$ cat config.mk
export PLATFORM = sky130hd
export DESIGN_NAME = bus_arbiter
export DESIGN_NICKNAME = d
export VERILOG_FILES = /design/src/rtl/bus_arbiter.sv
export SDC_FILE = /design/constraint.sdc
export NUM_CORES = 1
export LEC_CHECK = 0
export ABC_AREA = 1
export CORE_ASPECT_RATIO = 0.5
export CORE_MARGIN = 5
export CORE_UTILIZATION = 40
export CTS_CLUSTER_SIZE = 16
export DETAILED_ROUTE_END_ITERATION = 16
export GPL_ROUTABILITY_DRIVEN = 1
export GPL_TIMING_DRIVEN = 0
export PLACE_DENSITY = 0.82
export SLEW_MARGIN = 25
export SYNTH_ARGS = -nofsm -noshare
export SYNTH_HDL_FRONTEND = slang
export SYNTH_SLANG_ARGS = --single-unit
$ cat constraint.sdc
create_clock -name clk -period 2.5 [get_ports clk]
set_clock_uncertainty 0.1 [all_clocks]
set_input_delay 0.375 -clock clk [delete_from_list [all_inputs] [get_ports clk]]
set_output_delay 0.375 -clock clk [all_outputs]
set_load 0.02 [all_outputs]
$ cat src/rtl/bus_arbiter.sv
// Two-port (CPU/host) arbiter in front of a single-ported memory.
// Round-robin or host-priority arbitration, fixed-length accesses.
module bus_arbiter #(
  parameter int HOST_PRIO  = 0,
  parameter int ACCESS_CYC = 1
) (
  input  logic        clk,
  input  logic        rstT,
  input  logic        c_req,
  input  logic        c_we,
  input  logic [11:0] c_addr,
  input  logic [15:0] c_wdata,
  output logic        c_gnt,
  output logic        c_ack,
  output logic [15:0] c_rdata,
  input  logic        h_req,
  input  logic        h_we,
  input  logic [11:0] h_addr,
  input  logic [15:0] h_wdata,
  output logic        h_gnt,
  output logic        h_ack,
  output logic [15:0] h_rdata,
  output logic        mem_en,
  output logic        mem_rdwr,
  output logic [11:0] mem_addr,
  output logic [15:0] mem_wdata,
  input  logic [15:0] mem_rdata,
  output logic        busy,
  output logic        owner
);

  localparam int I_IDLE = 0;
  localparam int I_ACC  = 1;
  localparam int I_DONE = 2;

  localparam logic [2:0] S_IDLE   = 3'b001;
  localparam logic [2:0] S_ACCESS = 3'b010;
  localparam logic [2:0] S_DONE   = 3'b100;

  localparam logic [1:0] LAST_CNT = 2'(ACCESS_CYC - 1);

  logic [2:0]  state_q, state_d;
  logic [1:0]  cnt_q, cnt_d;
  logic        owner_q, owner_d;
  logic        last_q, last_d;
  logic        we_q, we_d;
  logic [11:0] addr_q, addr_d;
  logic [15:0] wdata_q, wdata_d;
  logic [15:0] c_rdata_q, c_rdata_d;
  logic [15:0] h_rdata_q, h_rdata_d;
  logic        host_win;
  logic        in_acc;
  logic        in_done;

  // last_q holds the previous winner; a tie goes to the other port
  always_comb begin
    host_win = h_req;
    if (HOST_PRIO == 0 && c_req && h_req) begin
      host_win = ~last_q;
    end
  end

  always_comb begin
    state_d   = state_q;
    cnt_d     = cnt_q;
    owner_d   = owner_q;
    last_d    = last_q;
    we_d      = we_q;
    addr_d    = addr_q;
    wdata_d   = wdata_q;
    c_rdata_d = c_rdata_q;
    h_rdata_d = h_rdata_q;
    unique case (1'b1)
      state_q[I_IDLE]: begin
        if (c_req || h_req) begin
          owner_d = host_win;
          we_d    = host_win ? h_we : c_we;
          addr_d  = host_win ? h_addr : c_addr;
          wdata_d = host_win ? h_wdata : c_wdata;
          cnt_d   = 2'd0;
          state_d = S_ACCESS;
        end
      end
      state_q[I_ACC]: begin
        if (cnt_q == LAST_CNT) begin
          if (!we_q) begin
            if (owner_q) begin
              h_rdata_d = mem_rdata;
            end else begin
              c_rdata_d = mem_rdata;
            end
          end
          cnt_d   = 2'd0;
          state_d = S_DONE;
        end else begin
          cnt_d = cnt_q + 2'd1;
        end
      end
      state_q[I_DONE]: begin
        last_d  = owner_q;
        state_d = S_IDLE;
      end
      default: begin
        cnt_d   = 2'd0;
        state_d = S_IDLE;
      end
    endcase
  end

  always_ff @(posedge clk or posedge rstT) begin
    if (rstT) begin
      state_q   <= S_IDLE;
      cnt_q     <= 2'd0;
      owner_q   <= 1'b0;
      last_q    <= 1'b1;
      we_q      <= 1'b0;
      addr_q    <= 12'd0;
      wdata_q   <= 16'd0;
      c_rdata_q <= 16'd0;
      h_rdata_q <= 16'd0;
    end else begin
      state_q   <= state_d;
      cnt_q     <= cnt_d;
      owner_q   <= owner_d;
      last_q    <= last_d;
      we_q      <= we_d;
      addr_q    <= addr_d;
      wdata_q   <= wdata_d;
      c_rdata_q <= c_rdata_d;
      h_rdata_q <= h_rdata_d;
    end
  end

  assign in_acc  = state_q[I_ACC];
  assign in_done = state_q[I_DONE];

  // Memory bus is forced to zero outside ACCESS and wdata on reads
  assign mem_en    = in_acc;
  assign mem_rdwr  = in_acc & we_q;
  assign mem_addr  = in_acc ? addr_q : 12'd0;
  assign mem_wdata = (in_acc & we_q) ? wdata_q : 16'd0;

  assign c_gnt   = (in_acc | in_done) & ~owner_q;
  assign h_gnt   = (in_acc | in_done) & owner_q;
  assign c_ack   = in_done & ~owner_q;
  assign h_ack   = in_done & owner_q;
  assign c_rdata = c_rdata_q;
  assign h_rdata = h_rdata_q;
  assign busy    = ~state_q[I_IDLE];
  assign owner   = owner_q;

endmodule

==> metrics <==
Net count, final 715; CP max FO 10; critical-path cell list buf_2 -> clkbuf_4 -> nand2_1 -> inv_1 -> clkdlybuf4s50_1; CP Launch Type flip-flop; unrepaired setup endpoints after global routing no; Hold Buf Count CTS 0; period utilisation layout 95.3%; main combinational cell family by area after synthesis simple AND/OR/NAND/NOR gates; post-synthesis adder-cell area fraction 0.733%; vias in the first global route 3316; Setup CP Type flip-flop to primary output; DR pass1 iterations 4; Vias/cell 4.48; count of cell types in the netlist 17; Placed Area 0.00503 mm^2; crit path time final 2380 ps; Seq/Total Area, Yosys 49.9%; max cap viols 0; Crit. End Element primary output; Mapped Cells 478; Final Max Slew Viols 0; Finished Cell Area 0.00534 mm^2; clk_lat worst skew 320 ps; Final Hold Vio Count 0; slew at the pin closest to its max-slew limit 552 ps; commonest non-fill, non-tap cells in the layout 151 x nand2_1, 135 x clkdlybuf4s50_1, 111 x inv_1; CTS clk-pin slew, worst paths 60 ps; Antenna diodes 0; Synth top area share 48.4%; row cnt 23; Finished Layout Cells 752; Root Buffer clkbuf_16; type of the most critical hold path input pin to async pin; CTS tree yes; drt drc 0; full die area 0.0106 mm^2; GPL Wtd Cong 0.794; Post-Syn Area 0.00341 mm^2; first-pass GRT wire length 15.3 mm; die height 75.3 um; gr ovfl total 0; Lkg Pwr 2.93 nW; CP delay by family, top buffers and inverters; PD cells 1140 mW/mm^2; synth warn 0; clock sink count 68; Synth Area in Simple Gates 28.3%; layout cell share with drive strength beyond 1 5.63%; Yosys top cell by area dfrtp_1; CP bufs+invs 4; status finished clean; Ports 146; via count 3369; fin worst setup slack 117 ps; Slew headroom 63.2%; drt total wl 9.60 mm; Peak VDD IR 560 uV; Final setup viols 0; WP data required 2030 ps; Critical Path Max Stage Delay 610 ps; Compound-Gate Fraction of Synth Area 5.50%; Wirelength per Cell 12.8 um; Synth Area in XOR/XNOR 0%; hold slack 238 ps; synthesized net count 558; initial antenna violation count 0; CTS Buffer Depth 2; Detail Route Antenna Nets 0; Initial Util 41.9%; CP max stage cell clkdlybuf4s50_1; cell total after placement 736; mux share of post-synthesis cell area 0%; largest net degree at the start of global routing 53; Core ar. 0.00814 mm^2; average cell area after synthesis 7.14 um^2; CTS buffer count 9; Place WS 212 ps; GRT Total Usage 18.2%; number of synthesized register bits 68; htree depth 3; synth top area cells dfrtp_1 48%, nand2_1 17%, inv_1 12%; post-DP HPWL 7.31 mm; Achievable Freq 0.420 GHz; fin util 65.6%; CP arrival 1910 ps; fillers 689; Initial DRC Count 128; PortBufs 145; synthesis-to-layout area growth 56.5%; DIE WIDTH 141 um; commonest non-fill, non-tap cell in the layout nand2_1
-- what timing repair did --
action	4_1_cts	5_1_grt
buffers inserted	0	0
endpoints found under the setup margin	20	5
gates resized for setup	11	2
-- layout make-up --
class	count	area (um^2)	share of cell area (%)
Inverter	112	423	7.92
Tap cell	112	140	2.62
Multi-Input combinational cell	274	1180	22.1
Buffer	24	114	2.13
Clock inverter	7	82.6	1.55
Clock buffer	9	225	4.22
Timing Repair Buffer	146	1470	27.5
Sequential cell	68	1700	31.9
-- metrics by stage --
stage	power, mW	TNS (ps)
after floorplan	3.50	0
after global placement	4.78	-54800
after detailed placement	4.87	0
after CTS	6.17	0
after global routing	6.53	0
final	6.10	0
-- where the power goes --
group	leakage (nW)	switching (mW)	internal, mW
clock	0.151	0.498	0.785
sequential	0.829	0.317	1.65
combinational	1.95	1.61	1.25
-- registers in the layout (all words and copies together), names as in the netlist --
register,count
c_rdata,16
h_rdata,16
wdata_q,16
addr_q,12
state_q,3
cnt_q,2
last_q,1
owner,1
we_q,1
-- metal layers --
layer,GRT usage (%),share of wire (%),vias to the layer above
li1,-,-,1730
met1,20.5,40,1534
met2,34.0,52,91
met3,5.27,6.8,14
met4,6.34,1.7,0
met5,0,0,-
-- final timing paths --
check	start	end	slack, ps	cells after the start
hold reg to reg	last_q	last_q	370	2
max in group asynchronous	rstT	state_q[0]	1490	3
min in group clk	last_q	last_q	370	2
setup reg to reg	cnt_q[0]	h_rdata[8]	810	6
setup / recovery	state_q[1]	mem_addr[4]	120	5
hold / removal	rstT	h_rdata[2]	240	2
-- logic make-up (layout without fill, tap and decap cells) --
group | Yosys count | after routing
AND/OR/NAND/NOR | 235 | 235
AO/OA/AOI/OAI | 37 | 37
flip-flops | 68 | 68
adder cells (fa/ha/maj) | 2 | 2
buffers and inverters | 136 | 298
-- cells in the mapped netlist, drive strengths merged --
library cell	instances
nand2	152
dfstp	2
a21oi	1
buf	15
nand3b	2
nand4	1
nand3	59
inv	112
o21ai	35
o21a	1
nor2	21
clkbuf	9
ha	2
dfrtp	66
(Power assumes the default switching activity.)
